### src/rtl/cache_pkg.sv
// Shared definitions for the sram_like -> AXI3 bridges and the future dcache.
package cache_pkg;

  // Bridge FSM states
  typedef enum logic [2:0] {
    ST_IDLE    = 3'd0,
    ST_RD_ADDR = 3'd1,
    ST_RD_DATA = 3'd2,
    ST_WR_REQ  = 3'd3,
    ST_WR_RESP = 3'd4
  } state_e;

  // Fixed AXI3 attributes for single-beat transfers
  localparam logic [1:0] BURST_INCR = 2'b01;
  localparam logic [3:0] LEN_SINGLE = 4'd0;

  // Byte-lane strobe for an access of the given size at the given byte offset.
  // Size 3 is not a legal sram_like size; it is treated as a full word.
  function automatic logic [3:0] size_addr_to_strb(input logic [1:0] size,
                                                    input logic [1:0] addr);
    logic [3:0] strb;
    case (size)
      2'd0:    strb = 4'b0001 << addr;
      2'd1:    strb = 4'b0011 << {addr[1], 1'b0};
      default: strb = 4'b1111;
    endcase
    return strb;
  endfunction

endpackage

### src/rtl/d_sram_like2axi.sv
// Data-side sram_like to single-beat AXI3 master bridge.
// One transaction in flight at a time; a request is only accepted in IDLE.
//
// state      | meaning
// -----------+-------------------------------------------------------------
// IDLE       | waiting for data_req_i; addr_ok mirrors the request
// RD_ADDR    | arvalid high until arready
// RD_DATA    | rready high; data_ok and rdata forwarded on rvalid
// WR_REQ     | awvalid/wvalid issued together, each dropped after its handshake
// WR_RESP    | bready high; data_ok forwarded on bvalid
module d_sram_like2axi
  import cache_pkg::*;
#(
  parameter logic [3:0] AXI_ID = 4'd1
) (
  input  logic        clk_i,
  input  logic        rst_i,

  input  logic        data_req_i,
  input  logic        data_wr_i,
  input  logic [1:0]  data_size_i,
  input  logic [31:0] data_addr_i,
  input  logic [31:0] data_wdata_i,
  output logic [31:0] data_rdata_o,
  output logic        data_addr_ok_o,
  output logic        data_data_ok_o,

  output logic [3:0]  arid_o,
  output logic [31:0] araddr_o,
  output logic [3:0]  arlen_o,
  output logic [2:0]  arsize_o,
  output logic [1:0]  arburst_o,
  output logic [1:0]  arlock_o,
  output logic [3:0]  arcache_o,
  output logic [2:0]  arprot_o,
  output logic        arvalid_o,
  input  logic        arready_i,

  input  logic [3:0]  rid_i,
  input  logic [31:0] rdata_i,
  input  logic [1:0]  rresp_i,
  input  logic        rlast_i,
  input  logic        rvalid_i,
  output logic        rready_o,

  output logic [3:0]  awid_o,
  output logic [31:0] awaddr_o,
  output logic [3:0]  awlen_o,
  output logic [2:0]  awsize_o,
  output logic [1:0]  awburst_o,
  output logic [1:0]  awlock_o,
  output logic [3:0]  awcache_o,
  output logic [2:0]  awprot_o,
  output logic        awvalid_o,
  input  logic        awready_i,

  output logic [3:0]  wid_o,
  output logic [31:0] wdata_o,
  output logic [3:0]  wstrb_o,
  output logic        wlast_o,
  output logic        wvalid_o,
  input  logic        wready_i,

  input  logic [3:0]  bid_i,
  input  logic [1:0]  bresp_i,
  input  logic        bvalid_i,
  output logic        bready_o
);

  state_e      r_state;
  state_e      w_state_nxt;
  logic [31:0] r_addr;
  logic [1:0]  r_size;
  logic [31:0] r_wdata;
  logic [3:0]  r_wstrb;
  logic        r_aw_done;
  logic        r_w_done;

  logic        w_accept;
  logic        w_aw_hs;
  logic        w_w_hs;
  logic        w_aw_fin;
  logic        w_w_fin;

  // Response ids/codes and rlast carry no information for a single-beat,
  // single-outstanding master; error responses complete like OKAY.
  logic        w_unused_resp;
  assign w_unused_resp = ^{rid_i, rresp_i, rlast_i, bid_i, bresp_i};

  assign w_accept = (r_state == ST_IDLE) && data_req_i;
  assign w_aw_hs  = awvalid_o && awready_i;
  assign w_w_hs   = wvalid_o && wready_i;
  assign w_aw_fin = r_aw_done || w_aw_hs;
  assign w_w_fin  = r_w_done || w_w_hs;

  // sram_like side
  assign data_addr_ok_o = w_accept;
  assign data_data_ok_o = ((r_state == ST_RD_DATA) && rvalid_i) ||
                          ((r_state == ST_WR_RESP) && bvalid_i);
  assign data_rdata_o   = rdata_i;

  // AR channel
  assign arid_o    = AXI_ID;
  assign araddr_o  = r_addr;
  assign arlen_o   = LEN_SINGLE;
  assign arsize_o  = {1'b0, r_size};
  assign arburst_o = BURST_INCR;
  assign arlock_o  = 2'd0;
  assign arcache_o = 4'd0;
  assign arprot_o  = 3'd0;
  assign arvalid_o = (r_state == ST_RD_ADDR);

  // R channel
  assign rready_o  = (r_state == ST_RD_DATA);

  // AW channel
  assign awid_o    = AXI_ID;
  assign awaddr_o  = r_addr;
  assign awlen_o   = LEN_SINGLE;
  assign awsize_o  = {1'b0, r_size};
  assign awburst_o = BURST_INCR;
  assign awlock_o  = 2'd0;
  assign awcache_o = 4'd0;
  assign awprot_o  = 3'd0;
  assign awvalid_o = (r_state == ST_WR_REQ) && !r_aw_done;

  // W channel
  assign wid_o     = AXI_ID;
  assign wdata_o   = r_wdata;
  assign wstrb_o   = r_wstrb;
  assign wlast_o   = 1'b1;
  assign wvalid_o  = (r_state == ST_WR_REQ) && !r_w_done;

  // B channel
  assign bready_o  = (r_state == ST_WR_RESP);

  // Next-state decode
  always_comb begin
    w_state_nxt = r_state;
    case (r_state)
      ST_IDLE:    if (data_req_i) w_state_nxt = data_wr_i ? ST_WR_REQ : ST_RD_ADDR;
      ST_RD_ADDR: if (arready_i)  w_state_nxt = ST_RD_DATA;
      ST_RD_DATA: if (rvalid_i)   w_state_nxt = ST_IDLE;
      ST_WR_REQ:  if (w_aw_fin && w_w_fin) w_state_nxt = ST_WR_RESP;
      ST_WR_RESP: if (bvalid_i)   w_state_nxt = ST_IDLE;
      default:                    w_state_nxt = ST_IDLE;
    endcase
  end

  // State register
  always_ff @(posedge clk_i) begin
    if (rst_i) r_state <= ST_IDLE;
    else       r_state <= w_state_nxt;
  end

  // Capture the request on acceptance; held stable for the whole transaction
  always_ff @(posedge clk_i) begin
    if (rst_i) begin
      r_addr  <= 32'd0;
      r_size  <= 2'd0;
      r_wdata <= 32'd0;
      r_wstrb <= 4'd0;
    end else if (w_accept) begin
      r_addr  <= data_addr_i;
      r_size  <= data_size_i;
      r_wdata <= data_wdata_i;
      r_wstrb <= size_addr_to_strb(data_size_i, data_addr_i[1:0]);
    end
  end

  // Track AW and W handshakes independently; clear once both are done
  always_ff @(posedge clk_i) begin
    if (rst_i) begin
      r_aw_done <= 1'b0;
      r_w_done  <= 1'b0;
    end else if (r_state == ST_WR_REQ) begin
      if (w_aw_fin && w_w_fin) begin
        r_aw_done <= 1'b0;
        r_w_done  <= 1'b0;
      end else begin
        if (w_aw_hs) r_aw_done <= 1'b1;
        if (w_w_hs)  r_w_done  <= 1'b1;
      end
    end
  end

endmodule

### config.mk
export PLATFORM = sky130hd
export DESIGN_NAME = d_sram_like2axi
export DESIGN_NICKNAME = d
export VERILOG_FILES = /design/src/rtl/cache_pkg.sv /design/src/rtl/d_sram_like2axi.sv
export SDC_FILE = /design/constraint.sdc
export NUM_CORES = 1
export LEC_CHECK = 0
export CAP_MARGIN = 20
export CELL_PAD_IN_SITES_DETAIL_PLACEMENT = 1
export CELL_PAD_IN_SITES_GLOBAL_PLACEMENT = 1
export CORE_MARGIN = 4
export CORE_UTILIZATION = 22
export CTS_CLUSTER_SIZE = 8
export DETAILED_ROUTE_END_ITERATION = 8
export HOLD_SLACK_MARGIN = 0.03
export PLACE_DENSITY_LB_ADDON = 0.15
export SLEW_MARGIN = 20
export SYNTH_ARGS = -nofsm -noshare
export SYNTH_HDL_FRONTEND = slang
export SYNTH_SLANG_ARGS = --single-unit
### constraint.sdc
create_clock -name clk_i -period 3.65 [get_ports clk_i]
set_clock_uncertainty 0.2 [all_clocks]
set_input_delay 0.5475 -clock clk_i [delete_from_list [all_inputs] [get_ports clk_i]]
set_output_delay 0.5475 -clock clk_i [all_outputs]
set_load 0.02 [all_outputs]
==> flow_summary_export.csv <==
group,metric,value,unit
synthesis,ys_warn_count,0,
clocking,cts_hold_buffers,0,
layout,final_nets,688,
drt,drc,0,
power,power.density,659.2,nW/µm²
sta,period_minus_slack,3.143,ns
placement,hpwlAfterDp,8.538,mm
drt,via_count,3216,
drt,wirelength,11.92,mm
floorplanning,io_pins,308,
synthesis,synthArstFlopShare,0,%
drt,maxUsedRoutingLayer,"met4",
synthesis,synth-seq-cells,75,
global_routing,grt_max_degree,73,
floorplanning,die_w,135.9,µm
power,p_seq_share,31.5,%
drt,dr.first_iter.drc_count,90,
global_routing,antenna_found_initial,1,
worst_setup_path,crit_path_end_kind,"output pin",
power,switching_share,35.95,%
sta,final_hold_viol_count,0,
flow_run,maxCapViolCount,0,
floorplanning,die_area,18470,µm²
sta,max_freq,0.3181,GHz
worst_setup_path,max_stage_delay,0.67,ns
worst_setup_path,crit_top_cell,"clkdlybuf4s50_1",
global_routing,grt.total_usage,12.18,%
layout,drive_above_1_share,3.839,%
outcome,status,"finished clean",
synthesis,synth.distinct_cells,26,
global_routing,grt_pass1_wl,17.38,mm
worst_setup_path,crit_slowest_cell,"or4b_2",
synthesis,synth_ff_type,"dfxtp_1",
synthesis,syn_avg_cell_area,7.775,µm²
layout,finish.utilization,33.16,%
drt,ant_nets,0,
power,p_leak,1.975,nW
clocking,cts-resized-gates,0,
worst_setup_path,startpoint_type,"input port",
clocking,post_cts_buffers,0,
drt,wirelength_met1,4.798,mm
drt,dr_wl_met3,1.220,mm
drt,drtPass1Iterations,4,
sta,setup_ws,0.5067,ns
worst_setup_path,path_cells,"clkdlybuf4s50_1 -> or4b_2 -> inv_4 -> clkdlybuf4s50_1",
clocking,clock_path_buffers,2,
placement,io_buffers,185,
synthesis,netlist_area,3600,µm²
sta,min_period_over_period,86.12,%
power,p_int,2.232,mW
power,ir_drop,0.0002734,V
sta,setup_viol,0,
power,total_power,3.485,mW
clocking,clkTransAtPathRegs,0.06,ns
global_routing,grt_pass1_vias,3169,
clocking,clock_latency,0.33,ns
sta,fin_tns_setup,0,ns
drt,met2_wirelength,5.663,mm
min_path,hp-class,"reg2reg",
worst_setup_path,worstPathRequired,2.90,ns
clocking,numCtsBuffers,9,
power,clock_power_share,29.4,%
floorplanning,die_y,135.9,µm
clocking,clockRootBuffer,"clkbuf_16",
clocking,cts_tree,"built",
global_routing,grt-ovfl-total,0,
synthesis,syn_inst,463,
sta,finalMaxSlewViolations,0,
drt,wl_per_cell,15.08,µm
synthesis,seq_area_frac_synth,41.71,%
floorplanning,start_util,22.58,%
worst_setup_path,cp.arrival,2.40,ns
worst_setup_path,setup.worst_path.class,"in2out",
worst_setup_path,path_max_fanout,2,
sta,maxSlewHeadroom,46.51,%
power,power.switching,1.253,mW
placement,globalplace.congestion,0.7054,
clocking,cts_sinks,75,
clocking,htree_num_levels,3,
drt,routed_via_density,4.071,
power,p_comb_share,39.1,%
floorplanning,fp.coreArea,15940,µm²
placement,preCtsSetupSlack,0.3245,ns
floorplanning,rows,46,
sta,rsz0062_at_grt,"false",
layout,syn2layout_area_growth,46.85,%
synthesis,synth_edf_count,0,
sta,tightest_slew,0.8023,ns
## logic make-up (layout without fill, tap and decap cells)
kind of cell / after synthesis / in the layout / synth area share [%]
and+or+nand+nor: 162 / 162 / 18.25
buffers and inverters: 139 / 206 / 27.25
AOI/OAI and AO/OA: 83 / 83 / 12.03
DFF: 75 / 75 / 41.71
other: 2 / 46 / 0.2086
muxes: 2 / 2 / 0.5562
## layout make-up
class	instances	area (µm²)
Multi-Input combinational cell	292	1279
Clock buffer	9	225.2
Sequential cell	75	1501
Timing Repair Buffer	188	1882
Antenna cell	1	2.502
Fill cell	1898	10660
Inverter	2	10.01
Clock inverter	7	116.4
Tap cell	216	270.3
## Yosys cell counts (all sizes together), types with 2 or more instances
cell type / number / area, µm²
mux2i: 2 / 20.02
nor3: 5 / 25.02
nor2: 13 / 48.80
a211oi: 2 / 15.01
clkbuf: 12 / 45.04
a21oi: 70 / 350.3
o21ai: 5 / 25.02
inv: 2 / 10.01
nand2: 132 / 495.5
o22ai: 3 / 18.77
buf: 125 / 925.9
dfxtp: 75 / 1501
nor3b: 4 / 30.03
nand2b: 4 / 25.02
conb: 2 / 7.510
## layer usage
metal | up-vias | global-route usage, %
met5 | - | 0
met4 | 0 | 5.599
met3 | 20 | 4.811
met2 | 152 | 20.99
met1 | 1510 | 13.13
li1 | 1534 | -
## through the flow
| stage | instance area, µm² | hold WS [ns] | cells |
|---|---|---|---|
| 6_report | 5286 | 0.2550 | 790 |
| 3_3_place_gp | 4942 | 0.2415 | 773 |
| 2_1_floorplan | 3761 | 0.3084 | 506 |
| 4_1_cts | 5284 | 0.2584 | 789 |
| 3_5_place_dp | 4942 | 0.2499 | 773 |
| 5_1_grt | 5286 | 0.2739 | 790 |
## sequential cells by signal, indices dropped and copies added, names as in the netlist
register,cells
r_size,2
araddr_o,32
r_w_done,1
wstrb_o,4
r_aw_done,1
wdata_o,32
r_state,3
## cells in the final DEF (no fill, tap or decap), drive strengths merged, types with 5 or more instances in the layout
cell           netlist  layout
clkdlybuf4s50        0     184
nand2              132     132
dfxtp               75      75
a21oi               70      70
conb                 2      45
nor2                13      13
clkbuf              12       9
nor3                 5       5
o21ai                5       5
## power groups by stage
stage | registers (mW) | clock network [mW] | logic, mW
2_1_floorplan | 1.26 | 0 | 0.763
3_3_place_gp | 1.11 | 0 | 1.37
3_5_place_dp | 1.12 | 0 | 1.39
4_1_cts | 1.11 | 1.07 | 1.39
5_1_grt | 1.12 | 1.09 | 1.48
6_report | 1.10 | 1.03 | 1.36
## worst max-delay path, delay by kind of cell
family	cells	cell delay [ns]
AND/OR/NAND/NOR	1	0.67
buffers and inverters	3	1.17
## worst paths after layout
check / depth (start not counted) / slack, ns / to / startpoint
max reg2reg: 6 / 0.94 / wstrb_o[3] / r_state[2]
min: 2 / 0.26 / wdata_o[3] / wdata_o[3]
min reg2reg: 2 / 0.26 / wdata_o[3] / wdata_o[3]
max: 4 / 0.51 / data_addr_ok_o / data_req_i
Power figures use the tool's default switching activity.
